### config.mk
export PLATFORM = sky130hd
export DESIGN_NAME = mem_access_unit
export DESIGN_NICKNAME = d
export VERILOG_FILES = /design/src/rtl/mem_access_unit.sv
export SDC_FILE = /design/constraint.sdc
export NUM_CORES = 1
export LEC_CHECK = 0
export BUFFER_PORTS_ARGS = -buffer_cell sky130_fd_sc_hd__buf_2
export CORE_UTILIZATION = 35
export CTS_CLUSTER_SIZE = 30
export DETAILED_ROUTE_END_ITERATION = 8
export GPL_TIMING_DRIVEN = 0
export PLACE_DENSITY = 0.66
export SLEW_MARGIN = 0
export SYNTH_ARGS = -nofsm -noshare
export SYNTH_HDL_FRONTEND = slang
export SYNTH_SLANG_ARGS = --single-unit
### constraint.sdc
create_clock -name clk -period 1.45 [get_ports clk]
set_input_delay 0.145 -clock clk [delete_from_list [all_inputs] [get_ports clk]]
set_output_delay 0.145 -clock clk [all_outputs]
set_load 0.01 [all_outputs]
### src/rtl/mem_access_unit.sv
// mem_access_unit: single-outstanding RV64I load/store unit with alignment fault detection.
// Ports: clk/rst (sync, active high); req_* request handshake (valid/ready, we, funct3,
// addr, wdata); resp_* one-cycle completion pulse with extended load data and fault flag;
// mem_* byte-addressed data-memory port (read enable, byte write mask, addresses,
// write data, combinational read data with the addressed byte in bits [7:0]).
module mem_access_unit #(
    parameter int ADDR_W = 16
) (
    input  logic              clk,
    input  logic              rst,
    input  logic              req_valid,
    output logic              req_ready,
    input  logic              req_we,
    input  logic [2:0]        req_funct3,
    input  logic [ADDR_W-1:0] req_addr,
    input  logic [63:0]       req_wdata,
    output logic              resp_valid,
    output logic [63:0]       resp_rdata,
    output logic              resp_misalign,
    output logic              mem_rden,
    output logic [7:0]        mem_wren,
    output logic [ADDR_W-1:0] mem_rdaddress,
    output logic [ADDR_W-1:0] mem_wraddress,
    output logic [63:0]       mem_write_data,
    input  logic [63:0]       mem_read_data
);
    typedef enum logic [1:0] {IDLE, ACCESS, RESP} state_t;
    state_t state_q, state_d;
    logic we_q, we_d;
    logic [2:0] funct3_q, funct3_d;
    logic [ADDR_W-1:0] addr_q, addr_d;
    logic [63:0] wdata_q, wdata_d;
    logic [63:0] rdata_q, rdata_d;
    logic misalign_q, misalign_d;
    logic accept, misaligned, fault;
    logic [63:0] load_ext;
    logic [7:0] size_mask;
    assign accept = req_valid && state_q == IDLE;
    // Address must be a multiple of the 2^funct3[1:0]-byte access size.
    assign misaligned = req_funct3[1:0] == 2'd0 ? 1'b0 :
                        req_funct3[1:0] == 2'd1 ? req_addr[0] :
                        req_funct3[1:0] == 2'd2 ? |req_addr[1:0] : |req_addr[2:0];
    assign fault = misaligned || (req_we && req_funct3[2]) || (!req_we && req_funct3 == 3'b111);
    assign size_mask = funct3_q[1:0] == 2'd0 ? 8'h01 :
                       funct3_q[1:0] == 2'd1 ? 8'h03 :
                       funct3_q[1:0] == 2'd2 ? 8'h0F : 8'hFF;
    always_comb begin
        case (funct3_q)
            3'd0:    load_ext = {{56{mem_read_data[7]}}, mem_read_data[7:0]};
            3'd1:    load_ext = {{48{mem_read_data[15]}}, mem_read_data[15:0]};
            3'd2:    load_ext = {{32{mem_read_data[31]}}, mem_read_data[31:0]};
            3'd4:    load_ext = {56'd0, mem_read_data[7:0]};
            3'd5:    load_ext = {48'd0, mem_read_data[15:0]};
            3'd6:    load_ext = {32'd0, mem_read_data[31:0]};
            default: load_ext = mem_read_data;
        endcase
    end
    always_comb begin
        state_d    = state_q;
        we_d       = we_q;
        funct3_d   = funct3_q;
        addr_d     = addr_q;
        wdata_d    = wdata_q;
        rdata_d    = rdata_q;
        misalign_d = misalign_q;
        case (state_q)
            IDLE: begin
                if (accept) begin
                    we_d     = req_we;
                    funct3_d = req_funct3;
                    addr_d   = req_addr;
                    wdata_d  = req_wdata;
                    // Faults skip the memory cycle; the response registers update
                    // together with entering RESP so they change only at resp_valid.
                    if (fault) begin
                        state_d    = RESP;
                        rdata_d    = 64'd0;
                        misalign_d = 1'b1;
                    end else begin
                        state_d = ACCESS;
                    end
                end
            end
            ACCESS: begin
                state_d    = RESP;
                rdata_d    = we_q ? 64'd0 : load_ext;
                misalign_d = 1'b0;
            end
            RESP:    state_d = IDLE;
            default: state_d = IDLE;
        endcase
    end
    always_ff @(posedge clk) begin
        if (rst) begin
            state_q    <= IDLE;
            we_q       <= 1'b0;
            funct3_q   <= 3'd0;
            addr_q     <= '0;
            wdata_q    <= 64'd0;
            rdata_q    <= 64'd0;
            misalign_q <= 1'b0;
        end else begin
            state_q    <= state_d;
            we_q       <= we_d;
            funct3_q   <= funct3_d;
            addr_q     <= addr_d;
            wdata_q    <= wdata_d;
            rdata_q    <= rdata_d;
            misalign_q <= misalign_d;
        end
    end
    assign req_ready      = state_q == IDLE;
    assign resp_valid     = state_q == RESP;
    assign resp_rdata     = rdata_q;
    assign resp_misalign  = misalign_q;
    assign mem_rden       = state_q == ACCESS && !we_q;
    assign mem_wren       = (state_q == ACCESS && we_q) ? size_mask : 8'h00;
    assign mem_rdaddress  = addr_q;
    assign mem_wraddress  = addr_q;
    assign mem_write_data = wdata_q;
endmodule

==> reports/metrics.yaml <==
grt-ovfl-total: 0
detail_route.vias_per_cell: 5.28
internal-power_uw: 8510
clkSinkCount: 151
clock.fmax_mhz: 569
combPwrFrac_pct: 21.2
synth_enable_flop_cells: 0
result_of_the_run: "finished, violations left"
floorplan.initialDensity_pct: 36.3
core-area_sq_mm: 0.0190
grt.total_usage_pct: 27.5
design.die.area_sq_mm: 0.0203
peakVddDrop_v: 0.000850
r2r_slack_ns: -0.20
synth_most_common_cell: "sky130_fd_sc_hd__nand2_1"
multi_input_comb_area_sq_mm: 0.00421
cts-root-buf: "sky130_fd_sc_hd__clkbuf_16"
failing_checks: "setup timing"
top_flip_flop_cell_by_instance_count_after_synthesis: "sky130_fd_sc_hd__dfxtp_1"
cp_common_cell: "sky130_fd_sc_hd__buf_6"
die_x_um: 142
floorplan.io_pins: 323
cp_cell_sequence: "buf_8, nand2_4, clkbuf_16, nor2_4, buf_6, buf_6"
syn_nets: 1005
placer_congestion_estimate: 0.816
grt_pass1_wl_um: 43200
totalNegativeSetupSlack_ns: -15.97
hold_ws_ns: 0.00828
layout-area-overhead-vs-synth_pct: 80.9
fraction_of_final_layout_cells_sized_beyond_drive_strength_1_pct: 51.9
clock_power_share_pct: 41.6
vias: 8502
crit_path_max_fanout: 10
tritoncts_clock_tree: "done"
postPlaceCellArea_sq_mm: 0.00885
crit_slowest_cell: "sky130_fd_sc_hd__dfxtp_4"
timing_worst_setup_path_type: "flip-flop to output port"
clk_transition_reported_paths_ns: 0.07
regToRegStartpoint: "state_q[1]$_SDFFE_PP0P_"
htree_levels: 4
timing.hold.worst_path_depth: 3
synth_cell_type_count: 33
max-cap-violations: 0
post_synth_main_area_contributors: "sky130_fd_sc_hd__dfxtp_1, sky130_fd_sc_hd__nand2_1, sky130_fd_sc_hd__a21oi_1"
count_of_routing_violations_after_the_opening_detailed_route_iteration: 518
power.switching_uw: 3570
detailedRoute.firstPassIterationCount: 5
worst_skew_pair.late_latency_ns: 0.43
final_area_sq_mm: 0.0125
final_min_period_over_clock_period_pct: 121
leakagePower_uw: 0.00564
slowest_delay_ns: 0.39
antenna_left: 0
hold-path-endpoint: "resp_rdata[41]$_SDFFE_PP0P_"
maximum_number_of_pins_on_one_net_before_global_route_repair: 17
num-nets-final: 1486
r2r.worst_path.cells: 10
cellPowerDensity_mw_per_mm2: 968
ys_async_sr_fraction_pct: 0
post_synth_instance_area_sq_mm: 0.00690
synth_largest_type_area_fraction_pct: 43.8
sequentialPowerShare_pct: 37.2
hold_path.startpoint: "mem_read_data[41]"
crit-reg2reg-capture: "mem_rdaddress[12]$_SDFFE_PP0P_"
die_height_um: 142
power.total_uw: 12100
cts-buffers-inserted: 17
syn_inst: 854
max_slew.worst_pin.slew_ns: 0.744
period_needed_ns: 1.76
cp_data_required_time_ns: 1.31
ff_latch_area_sq_mm: 0.00304
dp_hpwl_um: 18800
synth.avg_cell_area_sq_um: 8.08
worstPathArrival_ns: 1.61
initial_antenna_violation_count: 1
unrepaired_setup_endpoints_after_global_routing: "yes"
finalHoldViolCount: 0
first_global_vias: 8212
cell_type_contributing_the_most_total_cell_area_after_synthesis: "sky130_fd_sc_hd__dfxtp_1"
ys_seq_elements: 151
final_critical_path_setup_slack_ns: -0.308
synth_seq_area_share_pct: 43.8
slew_headroom_pct: 50.4
setup_viol: 148
drc_errors: 0
num_rows: 50
wl_per_cell_um: 18.8
timing.critical_path.from_type: "flip-flop"
timing.clock.skew_ns: 0.00884
number_of_pins_exceeding_their_max_slew_limit_in_the_final_report: 0
ys_warn_count: 0
postRouteWirelength_um: 30200
critPathCaptureType: "output port"
clk_path_buf_depth: 2
nFillCells: 1461
buffer_ports.inserted: 322
worst_min_delay_path_class: "primary input to flip-flop"
netlist_top_cells_count: "sky130_fd_sc_hd__nand2_1, sky130_fd_sc_hd__dfxtp_1, sky130_fd_sc_hd__a21oi_1"
netSwitchingFraction_pct: 29.6
[worst max path at each step]
stage / start / depth (start not counted) / slack [ns] / to
after floorplan: funct3_q[2]$_SDFFE_PP0P_ / 5 / 0.0001 / resp_rdata[10]$_SDFFE_PP0P_
after global placement: state_q[0]$_SDFFE_PP0P_ / 6 / -0.39 / mem_write_data[0]$_SDFFE_PP0P_
after detailed placement: state_q[0]$_SDFFE_PP0P_ / 6 / -0.45 / mem_rdaddress[12]$_SDFFE_PP0P_
after CTS: state_q[0]$_SDFFE_PP0P_ / 7 / -0.28 / mem_wren[5]
after global routing: state_q[0]$_SDFFE_PP0P_ / 6 / -0.36 / mem_wren[5]
final: funct3_q[1]$_SDFFE_PP0P_ / 6 / -0.31 / mem_wren[5]
[registers in the layout, summed over array words and instances, names as in the netlist]
signal and count:
mem_write_data 64, resp_rdata 64, mem_rdaddress 16, funct3_q 3
state_q 2, resp_misalign 1, we_q 1
[per-layer routing]
layer | vias up | global-route usage, % | routed length (um)
li1 | 3963 | - | -
met1 | 4065 | 33.4 | 12100
met2 | 378 | 46.8 | 15200
met3 | 96 | 4.85 | 1780
met4 | 0 | 13.6 | 1190
met5 | - | 0 | 0
[area by class of cell]
cell class | instances | share of cell area, %
diodes | 1 | 0.0201
plain buffers | 102 | 7.12
clock buffers | 17 | 3.41
clock inverters | 15 | 1.82
inverters | 19 | 0.571
multi-input cells | 573 | 33.7
flip-flops and latches | 151 | 24.4
well taps | 260 | 2.61
repair buffers | 471 | 26.3
[power groups by stage]
stage / logic [uW] / clock network (uW) / registers (uW)
final: 2570 / 5020 / 4500
after global routing: 2720 / 5250 / 4520
after CTS: 2140 / 5050 / 4480
after detailed placement: 1560 / 0 / 4560
after global placement: 1550 / 0 / 4560
after floorplan: 755 / 0 / 4640
[logic make-up after synthesis]
kind of cell           share of synthesized area [%]
buffers and inverters                           9.41
DFF                                             43.8
AOI/OAI and AO/OA                               25.8
and+or+nand+nor                                 20.9
muxes                                          0.145
[layout by cell type (no fill, tap or decap), drive strengths merged, types with 2 or more instances in the layout]
| cell type | synthesis | final |
|---|---|---|
| a31oi | 8 | 8 |
| and3 | 18 | 18 |
| o21ai | 42 | 42 |
| nor2 | 7 | 7 |
| inv | 19 | 29 |
| dlygate4sd3 | 0 | 93 |
| buf | 56 | 431 |
| nor3 | 4 | 4 |
| a211o | 16 | 16 |
| nand2 | 220 | 220 |
| dfxtp | 151 | 151 |
| nor2b | 3 | 3 |
| o221ai | 32 | 32 |
| o41ai | 16 | 16 |
| bufinv | 0 | 4 |
| o21a | 3 | 3 |
| o211ai | 32 | 32 |
| nor3b | 49 | 49 |
| a21oi | 108 | 108 |
| or4b | 2 | 2 |
| clkbuf | 55 | 66 |
| a32oi | 8 | 8 |
[repair_timing]
| action | in CTS | in global routing |
|---|---|---|
| pin swaps | 19 | 111 |
| setup endpoints to repair | 156 | 160 |
| cloned | 12 | 3 |
| hold buffers | 93 | 0 |
| hold endpoints to repair | 93 | 0 |
| resized for setup | 175 | 263 |
| setup buffers | 33 | 15 |
[stage by stage]
stage | cells | utilization, % | setup WS, ns
6_report | 1609 | 65.6 | -0.308
3_3_place_gp | 1436 | 46.5 | -0.387
5_1_grt | 1609 | 65.6 | -0.359
3_5_place_dp | 1436 | 46.5 | -0.446
2_1_floorplan | 854 | - | 0.000126
4_1_cts | 1603 | 60.4 | -0.284
[worst max-delay path: cells and delay by family (launching register included)]
kind / cells / cell delay, ns
buffers and inverters: 4 / 0.54
DFF: 1 / 0.39
and+or+nand+nor: 2 / 0.24
Note: power is estimated with default switching activity, not from simulation.
